$ cat src/rtl/sipo_rx_pkg.sv
// Shared types for the framed serial receiver: FSM state encoding and
// bit-counter sizing.
package sipo_rx_pkg;

  typedef enum logic [2:0] {
    IDLE     = 3'd0,
    DATA     = 3'd1,
    PAR      = 3'd2,
    STOP     = 3'd3,
    ERR_WAIT = 3'd4
  } rx_state_e;

  // Counter width able to hold 0..data_w.
  function automatic int unsigned sipo_cnt_w(input int unsigned data_w);
    return $clog2(data_w + 1);
  endfunction

  localparam int unsigned DEFAULT_DATA_W = 3;
  localparam int unsigned DEFAULT_CNT_W  = $clog2(DEFAULT_DATA_W + 1);

endpackage

$ cat src/rtl/sipo_shreg.sv
// Serial-in/parallel-out shift register. New bits enter at the MSB so the
// first bit of a frame ends up in bit 0.
module sipo_shreg #(
  parameter int DATA_W = 3
) (
  input  logic              clk_i,
  input  logic              rst_ni,
  input  logic              shift_en_i,
  input  logic              serial_i,
  output logic [DATA_W-1:0] par_o
);

  logic [DATA_W-1:0] shreg_q;
  logic [DATA_W-1:0] shreg_d;

  // Next-state: shift right on enable, otherwise hold.
  always_comb begin
    shreg_d = shreg_q;
    if (shift_en_i) begin
      shreg_d = {serial_i, shreg_q[DATA_W-1:1]};
    end else begin
      shreg_d = shreg_q;
    end
  end

  // Shift register storage.
  always_ff @(posedge clk_i or negedge rst_ni) begin
    if (!rst_ni) begin
      shreg_q <= '0;
    end else begin
      shreg_q <= shreg_d;
    end
  end

  assign par_o = shreg_q;

endmodule

$ cat src/rtl/sipo_rx_ctrl.sv
// Framed serial receiver controller: start detection, DATA_W shift cycles,
// optional even parity, stop check and a one-word valid/ready holding register.
module sipo_rx_ctrl
  import sipo_rx_pkg::*;
#(
  parameter int DATA_W    = 3,
  parameter bit PARITY_EN = 1'b1
) (
  input  logic              clk,
  input  logic              reset,
  input  logic              serial_in,
  output logic [DATA_W-1:0] word_data,
  output logic              word_valid,
  input  logic              word_ready,
  output logic              parity_err,
  output logic              frame_err,
  output logic              overrun,
  output logic              busy
);

  localparam int unsigned           CNT_W    = sipo_cnt_w(DATA_W);
  localparam logic [CNT_W-1:0]      LAST_CNT = CNT_W'(DATA_W - 1);

  rx_state_e         state_q, state_d;
  logic [CNT_W-1:0]  bit_cnt_q, bit_cnt_d;
  logic              perr_q, perr_d;
  logic [DATA_W-1:0] word_data_q, word_data_d;
  logic              word_valid_q, word_valid_d;
  logic              parity_err_q, parity_err_d;
  logic              frame_err_q, frame_err_d;
  logic              overrun_q, overrun_d;
  logic              busy_q, busy_d;

  logic              shift_en_s;
  logic              complete_s;
  logic              perr_eff_s;
  logic [DATA_W-1:0] shreg_s;

  sipo_shreg #(
    .DATA_W (DATA_W)
  ) u_shreg (
    .clk_i      (clk),
    .rst_ni     (reset),
    .shift_en_i (shift_en_s),
    .serial_i   (serial_in),
    .par_o      (shreg_s)
  );

  assign perr_eff_s = PARITY_EN ? perr_q : 1'b0;

  // Frame sequencing: next state, bit counter, parity capture, strobes.
  always_comb begin
    state_d     = state_q;
    bit_cnt_d   = bit_cnt_q;
    perr_d      = perr_q;
    shift_en_s  = 1'b0;
    complete_s  = 1'b0;
    frame_err_d = 1'b0;
    case (state_q)
      IDLE: begin
        if (!serial_in) begin
          state_d   = DATA;
          bit_cnt_d = '0;
        end else begin
          state_d   = IDLE;
        end
      end
      DATA: begin
        shift_en_s = 1'b1;
        bit_cnt_d  = bit_cnt_q + CNT_W'(1);
        if (bit_cnt_q == LAST_CNT) begin
          state_d = PARITY_EN ? PAR : STOP;
        end else begin
          state_d = DATA;
        end
      end
      PAR: begin
        // Even parity: XOR of data and parity bit must be 0.
        perr_d  = (^shreg_s) ^ serial_in;
        state_d = STOP;
      end
      STOP: begin
        if (serial_in) begin
          complete_s = 1'b1;
          state_d    = IDLE;
        end else begin
          frame_err_d = 1'b1;
          state_d     = ERR_WAIT;
        end
      end
      ERR_WAIT: begin
        if (serial_in) begin
          state_d = IDLE;
        end else begin
          state_d = ERR_WAIT;
        end
      end
      default: begin
        state_d = IDLE;
      end
    endcase
    busy_d = (state_d != IDLE);
  end

  // Holding register: load on completion if free or freed this cycle.
  always_comb begin
    word_data_d  = word_data_q;
    word_valid_d = word_valid_q;
    parity_err_d = parity_err_q;
    overrun_d    = 1'b0;
    if (complete_s) begin
      if (!word_valid_q || word_ready) begin
        word_data_d  = shreg_s;
        parity_err_d = perr_eff_s;
        word_valid_d = 1'b1;
      end else begin
        overrun_d    = 1'b1;
      end
    end else if (word_valid_q && word_ready) begin
      word_valid_d = 1'b0;
    end else begin
      word_valid_d = word_valid_q;
    end
  end

  // State and output registers.
  always_ff @(posedge clk or negedge reset) begin
    if (!reset) begin
      state_q      <= IDLE;
      bit_cnt_q    <= '0;
      perr_q       <= 1'b0;
      word_data_q  <= '0;
      word_valid_q <= 1'b0;
      parity_err_q <= 1'b0;
      frame_err_q  <= 1'b0;
      overrun_q    <= 1'b0;
      busy_q       <= 1'b0;
    end else begin
      state_q      <= state_d;
      bit_cnt_q    <= bit_cnt_d;
      perr_q       <= perr_d;
      word_data_q  <= word_data_d;
      word_valid_q <= word_valid_d;
      parity_err_q <= parity_err_d;
      frame_err_q  <= frame_err_d;
      overrun_q    <= overrun_d;
      busy_q       <= busy_d;
    end
  end

  assign word_data  = word_data_q;
  assign word_valid = word_valid_q;
  assign parity_err = parity_err_q;
  assign frame_err  = frame_err_q;
  assign overrun    = overrun_q;
  assign busy       = busy_q;

endmodule

$ cat config.mk
export PLATFORM = sky130hd
export DESIGN_NAME = sipo_rx_ctrl
export DESIGN_NICKNAME = d
export VERILOG_FILES = /design/src/rtl/sipo_rx_pkg.sv /design/src/rtl/sipo_shreg.sv /design/src/rtl/sipo_rx_ctrl.sv
export SDC_FILE = /design/constraint.sdc
export NUM_CORES = 1
export LEC_CHECK = 0
export BUFFER_PORTS_ARGS = -buffer_cell sky130_fd_sc_hd__buf_4
export CORE_UTILIZATION = 57
export CTS_BUF_LIST = sky130_fd_sc_hd__clkbuf_2
export DETAILED_ROUTE_END_ITERATION = 10
export PLACE_DENSITY = 0.79
export SETUP_SLACK_MARGIN = 0.05
export SYNTH_ARGS = -nofsm -noshare
export SYNTH_HDL_FRONTEND = slang
export SYNTH_SLANG_ARGS = --single-unit
$ cat constraint.sdc
create_clock -name clk -period 3.83 [get_ports clk]
set_input_delay 0.1915 -clock clk [delete_from_list [all_inputs] [get_ports clk]]
set_output_delay 0.1915 -clock clk [all_outputs]
set_load 0.01 [all_outputs]
==> reports/metrics.csv, run 1 <==
stage,metric,value,unit
detailed_routing,drt_drc_violations_left,0,
cells_and_area,area_growth,12.6,%
sta,hold_viol_final,0,
critical_path,cp_max_fo,11,
place,numPortBuffers,11,
clock_tree,htreeDepth,1,
place,gp_congestion,0.700,
power,cellPowerDensity,793,nW/um^2
synthesis,syn_avg_cell_area,12.8,sq um
detailed_routing,wl_met3,62,um
sta,skew,8.77,ps
synthesis,synth_top_cell_by_area,dfrtp_1,
grt,grt_pass1_vias,465,
sta,setup_viol,0,
clock_tree,cts_tree,yes,
clock_tree,cts_resized,0,
cells_and_area,fin_cells,89,
sta,rsz0062_at_grt,false,
sta,drv_slew,0,
clock_tree,numClockSinks,17,
floorplanning,die_w,39.3,um
detailed_routing,drt_wl_total,1220,um
detailed_routing,drtIter0Drc,11,
detailed_routing,wl_met1,544,um
detailed_routing,wl_per_cell,13.7,um
synthesis,synthTopCellsByCount,"dfrtp_1 (17), mux2_2 (8), nor2_1 (5)",
detailed_routing,via_per_inst,5.49,
critical_path,critPathCaptureType,flop,
floorplanning,initial_utilization,61.0,%
sta,fmax,698,MHz
synthesis,synth_top_area_share,53.6,%
critical_path,path_class,reg -> reg,
synthesis,syn-num-nets,67,
power,peakVddDrop,0.407,mV
clock_tree,cts_buffer_depth,2,
synthesis,synth.cell_area,793,sq um
floorplanning,ios,12,
critical_path,cp.required,4040,ps
critical_path,worstPathArrival,1640,ps
grt,antenna_found_initial,0,
floorplanning,rows,13,
cells_and_area,drive_above_1_share,37.8,%
grt,grt_max_degree,18,
synthesis,ys_seq_area_share,53.6,%
outcome,outcome,finished clean,
synthesis,async_flop_share,100,%
floorplanning,die_area,1540,sq um
detailed_routing,firstDrtPassIters,4,
synthesis,synth_most_common_cell,dfrtp_1,
sta,timing.final.crit_share,37.4,%
sta,tightest_slew,389,ps
sta,period_minus_slack,1430,ps
detailed_routing,topRoutingLayerUsed,met3,
synthesis,synthMuxAreaShare,12.6,%
synthesis,ys_warn_count,0,
clock_tree,cts_buffers,3,
synthesis,synth_top_family_by_area,simple AND/OR/NAND/NOR gates,
detailed_routing,met2_length,608,um
cells_and_area,nFillCells,100,
synthesis,synth_area_leaders,"dfrtp_1 (54%), mux2_2 (11%), nand4b_4 (3.0%)",
synthesis,synthFlopType,dfrtp_1,
detailed_routing,ant_nets,0,
synthesis,synthSimpleGateAreaFrac,16.7,%
synthesis,synth_fa_ha_area_share,1.58,%
synthesis,synth-edff-count,0,
detailed_routing,num_vias,489,
synthesis,ys_ff_latch,17,
clock_tree,clk_latency,300,ps
critical_path,critPathLaunchType,flop,
place,dp.cells,84,
grt,grt_pass1_wl,1950,um
floorplanning,core_area,1300,sq um
power,p_leak,0.442,nW
sta,tns,0,ps
run,maxCapViolations,0,
clock_tree,path_clk_slew,170,ps
cells_and_area,nNetsFinal,80,
sta,max_slew_margin,74.0,%
cells_and_area,antenna_cells,0,
grt,grt_use_total,20.3,%
synthesis,synthCells,62,
synthesis,yosysUniqueCellTypes,24,
worst_hold_path,hp-class,in -> reg,
clock_tree,cts_root_buf,clkbuf_2,
synthesis,synth_xor_area_share,4.26,%
floorplanning,die_y,39.3,um
synthesis,synth_compound_area_share,6.31,%
place,place_hpwl,856,um
grt,grt_overflow_total,0,
## flip-flops by register name, indices dropped and copies added, names as in the netlist
| name | cells |
|---|---|
| word_valid | 1 |
| state_q | 3 |
| perr_eff_s | 1 |
| busy | 1 |
| word_data | 3 |
| bit_cnt_q | 2 |
| u_shreg.par_o | 3 |
| frame_err | 1 |
| overrun | 1 |
| parity_err | 1 |
## layout make-up
cell class	count	area [sq um]	area share (%)
Clock buffer	3	15.0	1.68
Sequential cell	17	425	47.6
Multi-Input combinational cell	39	329	36.8
Clock inverter	1	5.00	0.560
Inverter	2	7.51	0.840
Timing Repair Buffer	12	92.6	10.4
Tap cell	15	18.8	2.10
## cell families (layout without fill, tap and decap cells)
kind of cell	count (synthesis)	count (layout)
multiplexers	9	9
flip-flops	17	17
buffers and inverters	6	18
XOR/XNOR	3	3
AO/OA/AOI/OAI	8	8
adder cells (fa/ha/maj)	1	1
AND/OR/NAND/NOR	18	18
## critical path: stages (launching register included)
cell and delay [ps]:
dfrtp_1 540, nand4b_4 250, nor2b_4 190, mux2_2 360
## timing repair
item | in CTS | in global routing
endpoints found under the hold margin | 17 | 0
hold buffers | 1 | 0
buffers inserted | 0 | 0
## power breakdown
| group | internal [W] | total (W) | switching (W) |
|---|---|---|---|
| logic | 0.000178 | 0.000300 | 0.000123 |
| registers | 0.000252 | 0.000328 | 0.0000761 |
| clock network | 0.0000236 | 0.0000804 | 0.0000567 |
## per-layer routing
| layer | GRT usage, % | up-vias |
|---|---|---|
| met4 | 7.76 | 0 |
| met3 | 8.52 | 0 |
| li1 | - | 232 |
| met2 | 35.0 | 17 |
| met5 | 0 | - |
| met1 | 21.7 | 240 |
## worst paths after layout
check,startpoint,end,slack [ps],cells after the start
worst max-delay path,state_q[2],word_data[1],2400,3
worst min-delay path,serial_in,state_q[2],120,2
worst max register to register,state_q[2],word_data[1],2400,3
worst min register to register,perr_eff_s,parity_err,530,1
max in group asynchronous,reset,bit_cnt_q[1],3390,2
min in group asynchronous,reset,state_q[2],260,2
## cell usage in the layout (no fill, tap or decap)
| master | n |
|---|---|
| nor2b_1 | 1 |
| nor2_4 | 1 |
| dlygate4sd3_1 | 1 |
| nand2b_1 | 3 |
| a22o_1 | 1 |
| clkbuf_2 | 3 |
| xnor2_1 | 2 |
| nand3b_1 | 2 |
| dfrtp_1 | 17 |
| buf_4 | 11 |
| xnor2_2 | 1 |
| inv_1 | 2 |
| o22a_1 | 1 |
| nand2_1 | 3 |
| mux2_2 | 8 |
| nand2b_4 | 1 |
| o21ai_0 | 1 |
| nor2b_4 | 1 |
| nor2_1 | 5 |
| a21oi_1 | 4 |
| clkinv_2 | 1 |
| nand4b_4 | 1 |
| ha_1 | 1 |
| mux2i_1 | 1 |
| o31ai_1 | 1 |
## stage by stage
stage	total power [W]	setup slack, ps	util, %	hold WS [ps]	instance area [sq um]
2_1_floorplan	0.000559	2620	-	-104	793
3_3_place_gp	0.000617	2470	66.3	65.3	863
3_5_place_dp	0.000632	2420	66.3	64.8	863
4_1_cts	0.000712	2410	68.7	109	893
5_1_grt	0.000764	2350	68.7	95.7	893
6_report	0.000709	2400	68.7	122	893
Note: power is estimated with default switching activity, not from simulation.
==> run 2, diff against run 1 <==
--- a/config.mk
+++ b/config.mk
@@ -5,11 +5,12 @@
 export SDC_FILE = /design/constraint.sdc
 export NUM_CORES = 1
 export LEC_CHECK = 0
+export ABC_AREA = 1
 export BUFFER_PORTS_ARGS = -buffer_cell sky130_fd_sc_hd__buf_4
-export CORE_UTILIZATION = 57
+export CORE_UTILIZATION = 56
 export CTS_BUF_LIST = sky130_fd_sc_hd__clkbuf_2
 export DETAILED_ROUTE_END_ITERATION = 10
-export PLACE_DENSITY = 0.79
+export PLACE_DENSITY = 0.78
 export SETUP_SLACK_MARGIN = 0.05
 export SYNTH_ARGS = -nofsm -noshare
 export SYNTH_HDL_FRONTEND = slang
==> constraint.sdc (replaced) <==
create_clock -name clk -period 1.4 [get_ports clk]
set_input_delay 0.07 -clock clk [delete_from_list [all_inputs] [get_ports clk]]
set_output_delay 0.07 -clock clk [all_outputs]
set_load 0.01 [all_outputs]
==> run 2 against run 1 <==
Global-route usage up 1.8 points. Clock power rose to 2.7 times the previous value. Critical path depth increased by 1. Sequential share of layout area grew 0.95 points. First-iteration DRC count decreased by 45%. Synthesized cell count rose by 50%. Die area is 3.5% lower. Utilization grew 6.1 points. Combinational power rose by 130%. Non-clock buffer count is the same. Hold slack got worse by 73 ps. Total power grew 140%.
==> reports/metrics.csv, run 2 <==
stage,metric,value,unit
critical_path,r2r.worst_path.cells,4,
synthesis,ys_seq_area_share,56.7,%
detailed_routing,num_vias,591,
clock_tree,cts_buffer_depth,2,
cells_and_area,final_util,74.8,%
detailed_routing,drt_drc_violations_left,0,
synthesis,synth.cell_area,751,sq um
detailed_routing,ant_nets,0,
power,peakVddDrop,1.02,mV
power,p_leak,0.506,nW
floorplanning,die_y,38.6,um
synthesis,synthTopCellsByCount,"nand2_1 (39), dfrtp_1 (17), inv_1 (12)",
sta,rsz0062_at_grt,false,
critical_path,critPathLaunchType,flop,
sta,max_slew_margin,77.3,%
cells_and_area,final_cell_mix,"nand2_1 (39), dfrtp_1 (17), inv_1 (12), buf_4 (11)",
floorplanning,ios,12,
synthesis,syn-num-nets,98,
critical_path,crit_start,state_q[2],
grt,grt_overflow_total,0,
place,placedInstanceArea,846,sq um
critical_path,cp_max_fo,11,
critical_path,cp.required,1600,ps
cells_and_area,layout_commonest_cell,nand2_1,
critical_path,worstPathArrival,1400,ps
detailed_routing,drt_wl_total,1270,um
cells_and_area,nFillCells,86,
detailed_routing,wl_per_cell,10.4,um
grt,antenna_found_initial,0,
place,gp_congestion,0.786,
sta,tightest_slew,339,ps
place,place_ws,215,ps
clock_tree,clk_latency,300,ps
clock_tree,cts_buffers,3,
worst_hold_path,worstHoldPathCells,3,
place,numPortBuffers,11,
grt,grt_pass1_wl,2150,um
floorplanning,core_area,1170,sq um
detailed_routing,via_per_inst,4.84,
sta,skew,9.10,ps
cells_and_area,fin_area,876,sq um
synthesis,synthFlopType,dfrtp_1,
cells_and_area,area_growth,16.7,%
run,maxCapViolations,0,
synthesis,synth_top_cell_by_area,dfrtp_1,
sta,fmax,831,MHz
outcome,outcome,finished clean,
sta,timing.final.crit_share,85.9,%
critical_path,path_class,reg -> reg,
grt,grt_use_total,22.0,%
clock_tree,numClockSinks,17,
clock_tree,postCtsSetupRepairBufs,0,
sta,setup_viol,0,
sta,tns,0,ps
cells_and_area,drive_above_1_share,16.7,%
grt,grt_max_degree,18,
synthesis,ys_warn_count,0,
sta,setup_ws,197,ps
place,place_hpwl,954,um
clock_tree,path_clk_slew,160,ps
synthesis,synth_area_leaders,"dfrtp_1 (57%), nand2_1 (19%), inv_1 (6.0%)",
synthesis,synthCells,93,
clock_tree,htreeDepth,1,
cells_and_area,nNetsFinal,114,
clock_tree,cts_root_buf,clkbuf_2,
cells_and_area,antenna_cells,0,
floorplanning,initial_utilization,64.1,%
sta,period_minus_slack,1200,ps
floorplanning,die_area,1490,sq um
sta,hold_viol_final,0,
worst_hold_path,hp-start,serial_in,
synthesis,synth_most_common_cell,nand2_1,
synthesis,yosysUniqueCellTypes,12,
worst_hold_path,hp-class,in -> reg,
synthesis,synth-edff-count,0,
critical_path,critPathCaptureType,flop,
detailed_routing,drtIter0Drc,6,
synthesis,async_flop_share,100,%
critical_path,worst_r2r_startpoint,state_q[2],
sta,worst_hold_slack,48.9,ps
floorplanning,die_w,38.6,um
clock_tree,cts_tree,yes,
sta,drv_slew,0,
synthesis,synth_top_area_share,56.7,%
synthesis,ys_ff_latch,17,
detailed_routing,firstDrtPassIters,4,
grt,grt_pass1_vias,514,
floorplanning,rows,12,
power,cellPowerDensity,1970,nW/um^2
synthesis,syn_avg_cell_area,8.07,sq um
## run 2: changes by cell type after synthesis, sizes merged, moves of 3 or more
cell / before / now
nand2: 3 / 40
inv: 2 / 12
mux2: 8 / 0
nand3: 0 / 7
a21oi: 4 / 0
nand2b: 4 / 0
o21ai: 1 / 5
buf: 4 / 1
nor2: 6 / 9
xnor2: 3 / 0
## run 2: stage by stage
| step | instances | power [W] |
|---|---|---|
| final | 122 | 0.00173 |
| after global routing | 122 | 0.00189 |
| after CTS | 122 | 0.00174 |
| after detailed placement | 117 | 0.00152 |
| after global placement | 117 | 0.00148 |
| after floorplan | 93 | 0.00128 |
## run 2: timing repair
item,4_1_cts,5_1_grt
resized for setup,0,0
hold endpoints to repair,17,0
hold buffers,1,0
## run 2: path summary, 6_finish.rpt
path / end / slack [ps]
max in group asynchronous: state_q[2] / 1080
hold reg to reg: word_data[0] / 500
min in group asynchronous: parity_err / 130
setup / recovery: bit_cnt_q[0] / 200
hold / removal: word_valid / 50
setup reg to reg: bit_cnt_q[0] / 200
## run 2: critical path, cell delays in order, from the launching register on
cell and delay (ps):
dfrtp_1 430, inv_1 110, nand3_1 270, nand3_1 190, o21ai_0 90
## run 2: routing by layer
metal / share of wire [%] / vias to the layer above / track usage [%]
li1: - / 316 / -
met1: 45 / 255 / 24.7
met2: 46 / 15 / 36.3
met3: 5.2 / 5 / 5.20
met4: 2.8 / 0 / 15.5
met5: 0 / - / 0
## run 2: logic make-up after synthesis
logic type | share of synthesized area [%]
and+or+nand+nor | 31.7
DFF | 56.7
buffers and inverters | 6.67
AOI/OAI and AO/OA | 3.33
adders and majority gates | 1.67
## run 2: final cells by class
| type | count | area [sq um] | share of cell area [%] |
|---|---|---|---|
| Sequential cell | 17 | 425 | 48.6 |
| Multi-Input combinational cell | 63 | 275 | 31.4 |
| Timing Repair Buffer | 12 | 92.6 | 10.6 |
| Inverter | 12 | 45.0 | 5.14 |
| Tap cell | 14 | 17.5 | 2.00 |
| Clock buffer | 3 | 15.0 | 1.71 |
| Clock inverter | 1 | 5.00 | 0.571 |
## run 2: power breakdown
group / switching [W] / internal (W)
Combinational: 0.000396 / 0.000284
Sequential: 0.000145 / 0.000684
Clock: 0.000151 / 0.0000646
Total: 0.000693 / 0.00103
==> run 3, diff against run 2 <==
--- a/config.mk
+++ b/config.mk
@@ -7,10 +7,10 @@
 export LEC_CHECK = 0
 export ABC_AREA = 1
 export BUFFER_PORTS_ARGS = -buffer_cell sky130_fd_sc_hd__buf_4
-export CORE_UTILIZATION = 56
+export CORE_UTILIZATION = 51
 export CTS_BUF_LIST = sky130_fd_sc_hd__clkbuf_2
 export DETAILED_ROUTE_END_ITERATION = 10
-export PLACE_DENSITY = 0.78
+export PLACE_DENSITY = 0.75
 export SETUP_SLACK_MARGIN = 0.05
 export SYNTH_ARGS = -nofsm -noshare
 export SYNTH_HDL_FRONTEND = slang
==> constraint.sdc (replaced) <==
create_clock -name clk -period 1 [get_ports clk]
set_input_delay 0.05 -clock clk [delete_from_list [all_inputs] [get_ports clk]]
set_output_delay 0.05 -clock clk [all_outputs]
set_load 0.01 [all_outputs]
==> run 3 against run 2 <==
The run now ends with setup timing left. Maximum frequency increased by 9.2%. First-iteration DRC count increased by 33%. Register-to-register slack got worse by 300 ps. Via count increased by 8.8%. Clock skew decreased by 2.7 ps. Clock-buffer cell count increased by 1. Cell area increased by 14%. Combinational power increased by 89%. Die area increased by 9.3%. Utilization increased by 0.17 points.
==> reports/metrics.csv, run 3 (synthesized netlist as in run 2, its figures left out) <==
stage,metric,value,unit
outcome,outcome,finished with violations,
outcome,violations,setup timing,
sta,setup_viol,13,
place,dp.cells,119,
sta,skew,6.42,ps
critical_path,cp_max_fo,2,
grt,grt_pass1_vias,507,
sta,max_slew_margin,84.6,%
cells_and_area,drive_above_1_share,36.5,%
critical_path,path_class,reg -> reg,
detailed_routing,firstDrtPassIters,6,
sta,hold_viol_final,0,
floorplanning,die_w,40.4,um
cells_and_area,nNetsFinal,121,
sta,timing.final.crit_share,110,%
clock_tree,clk_latency,290,ps
place,place_hpwl,912,um
detailed_routing,drt_wl_total,1600,um
sta,setup_ws,-101,ps
cells_and_area,multi_input_area,345,sq um
clock_tree,numClockSinks,17,
clock_tree,cts_buffers,3,
floorplanning,rows,13,
worst_hold_path,hp-class,in -> reg,
cells_and_area,final_cell_mix,"nand2_1 (34), dfrtp_1 (16), buf_4 (16), inv_1 (10)",
cells_and_area,area_growth,33.2,%
grt,grt_max_degree,18,
power,peakVddDrop,1.63,mV
grt,grt_overflow_total,0,
sta,rsz0062_at_grt,true,
sta,fmax,908,MHz
clock_tree,cts_root_buf,clkbuf_2,
clock_tree,cts_buffer_depth,2,
detailed_routing,wl_per_cell,12.3,um
sta,drv_slew,0,
power,p_leak,0.556,nW
sta,tightest_slew,231,ps
cells_and_area,fin_cells,130,
detailed_routing,via_per_inst,4.95,
grt,antenna_found_initial,0,
power,cellPowerDensity,2790,nW/um^2
critical_path,cp.required,1250,ps
floorplanning,die_area,1630,sq um
cells_and_area,layout_commonest_cell,nand2_1,
cells_and_area,antenna_cells,0,
critical_path,critPathCaptureType,flop,
floorplanning,initial_utilization,56.3,%
place,numPortBuffers,11,
detailed_routing,ant_nets,0,
floorplanning,core_area,1330,sq um
detailed_routing,num_vias,643,
cells_and_area,register_area,427,sq um
grt,grt_pass1_wl,2150,um
place,place_ws,-67.0,ps
detailed_routing,drt_drc_violations_left,0,
floorplanning,ios,12,
critical_path,worstPathArrival,1350,ps
power,p_total,0.00279,W
critical_path,reg2reg_slack,-100,ps
clock_tree,path_clk_slew,160,ps
run,maxCapViolations,0,
detailed_routing,drtIter0Drc,8,
clock_tree,htreeDepth,1,
floorplanning,die_y,40.4,um
grt,grt_use_total,21.2,%
sta,period_minus_slack,1100,ps
place,gp_congestion,0.718,
critical_path,critPathLaunchType,flop,
cells_and_area,nFillCells,110,
clock_tree,cts_tree,yes,
-- run 3: cell types whose count changed in the layout (fill, tap and decap cells not counted), moves of 4 or more --
cell | previous run | this run
buf_4 | 11 | 16
nand2_1 | 39 | 34
nand2_2 | 1 | 5
nor2_1 | 7 | 2
nor2_2 | 1 | 5
-- run 3: timing repair --
| action | CTS | global route |
|---|---|---|
| endpoints found under the setup margin | 12 | 15 |
| endpoints found under the hold margin | 17 | 0 |
| pin swaps | 3 | 7 |
| gates resized for setup | 9 | 13 |
| setup buffers | 1 | 4 |
| cloned | 0 | 1 |
| hold buffers | 1 | 0 |
-- run 3: area by class of cell --
class                           instances  share of cell area, %
Inverter                               12                   4.76
Clock buffer                            4                   2.00
Tap cell                               15                   1.88
Sequential cell                        17                   42.7
Multi-Input combinational cell         64                   34.5
Timing Repair Buffer                   18                   14.1
-- run 3: path summary, 6_finish.rpt --
| path | start | end | depth (start not counted) |
|---|---|---|---|
| worst max-delay path | bit_cnt_q[0] | state_q[1] | 5 |
| min in group asynchronous | reset | perr_eff_s | 2 |
| max in group asynchronous | reset | state_q[0] | 2 |
| worst min register to register | word_data[1] | word_data[1] | 2 |
| worst min-delay path | word_ready | overrun | 4 |
| worst max register to register | bit_cnt_q[0] | state_q[1] | 5 |
-- run 3: critical path, cell delays in order (launching register included) --
cell     delay (ps)
dfrtp_1         400
inv_1            60
ha_2            200
nand4_1         130
nand2_2         140
buf_4           120
-- run 3: metal layers --
| metal | track usage (%) | up-vias | wire, um |
|---|---|---|---|
| met5 | 0 | - | 0 |
| met1 | 26.6 | 275 | 726 |
| met3 | 3.33 | 10 | 84 |
| li1 | - | 332 | - |
| met2 | 32.5 | 26 | 707 |
| met4 | 15.0 | 0 | 78 |
-- run 3: where the power goes --
group          switching [W]  total (W)  internal [W]
Combinational       0.000717    0.00129      0.000576
Sequential          0.000219    0.00118      0.000961
Clock               0.000208   0.000314      0.000106
Total                0.00114    0.00279       0.00164
-- run 3: metrics by stage --
| step | area [sq um] | setup TNS (ps) | utilization (%) | hold WS (ps) |
|---|---|---|---|---|
| final | 1000 | -444 | 75.0 | 60.7 |
| after global routing | 1000 | -1350 | 75.0 | 74.1 |
| after detailed placement | 862 | -298 | 64.6 | -76.7 |
| after CTS | 923 | -148 | 69.2 | 41.1 |
| after global placement | 862 | -287 | 64.6 | -78.9 |
| after floorplan | 764 | 0 | - | -246 |
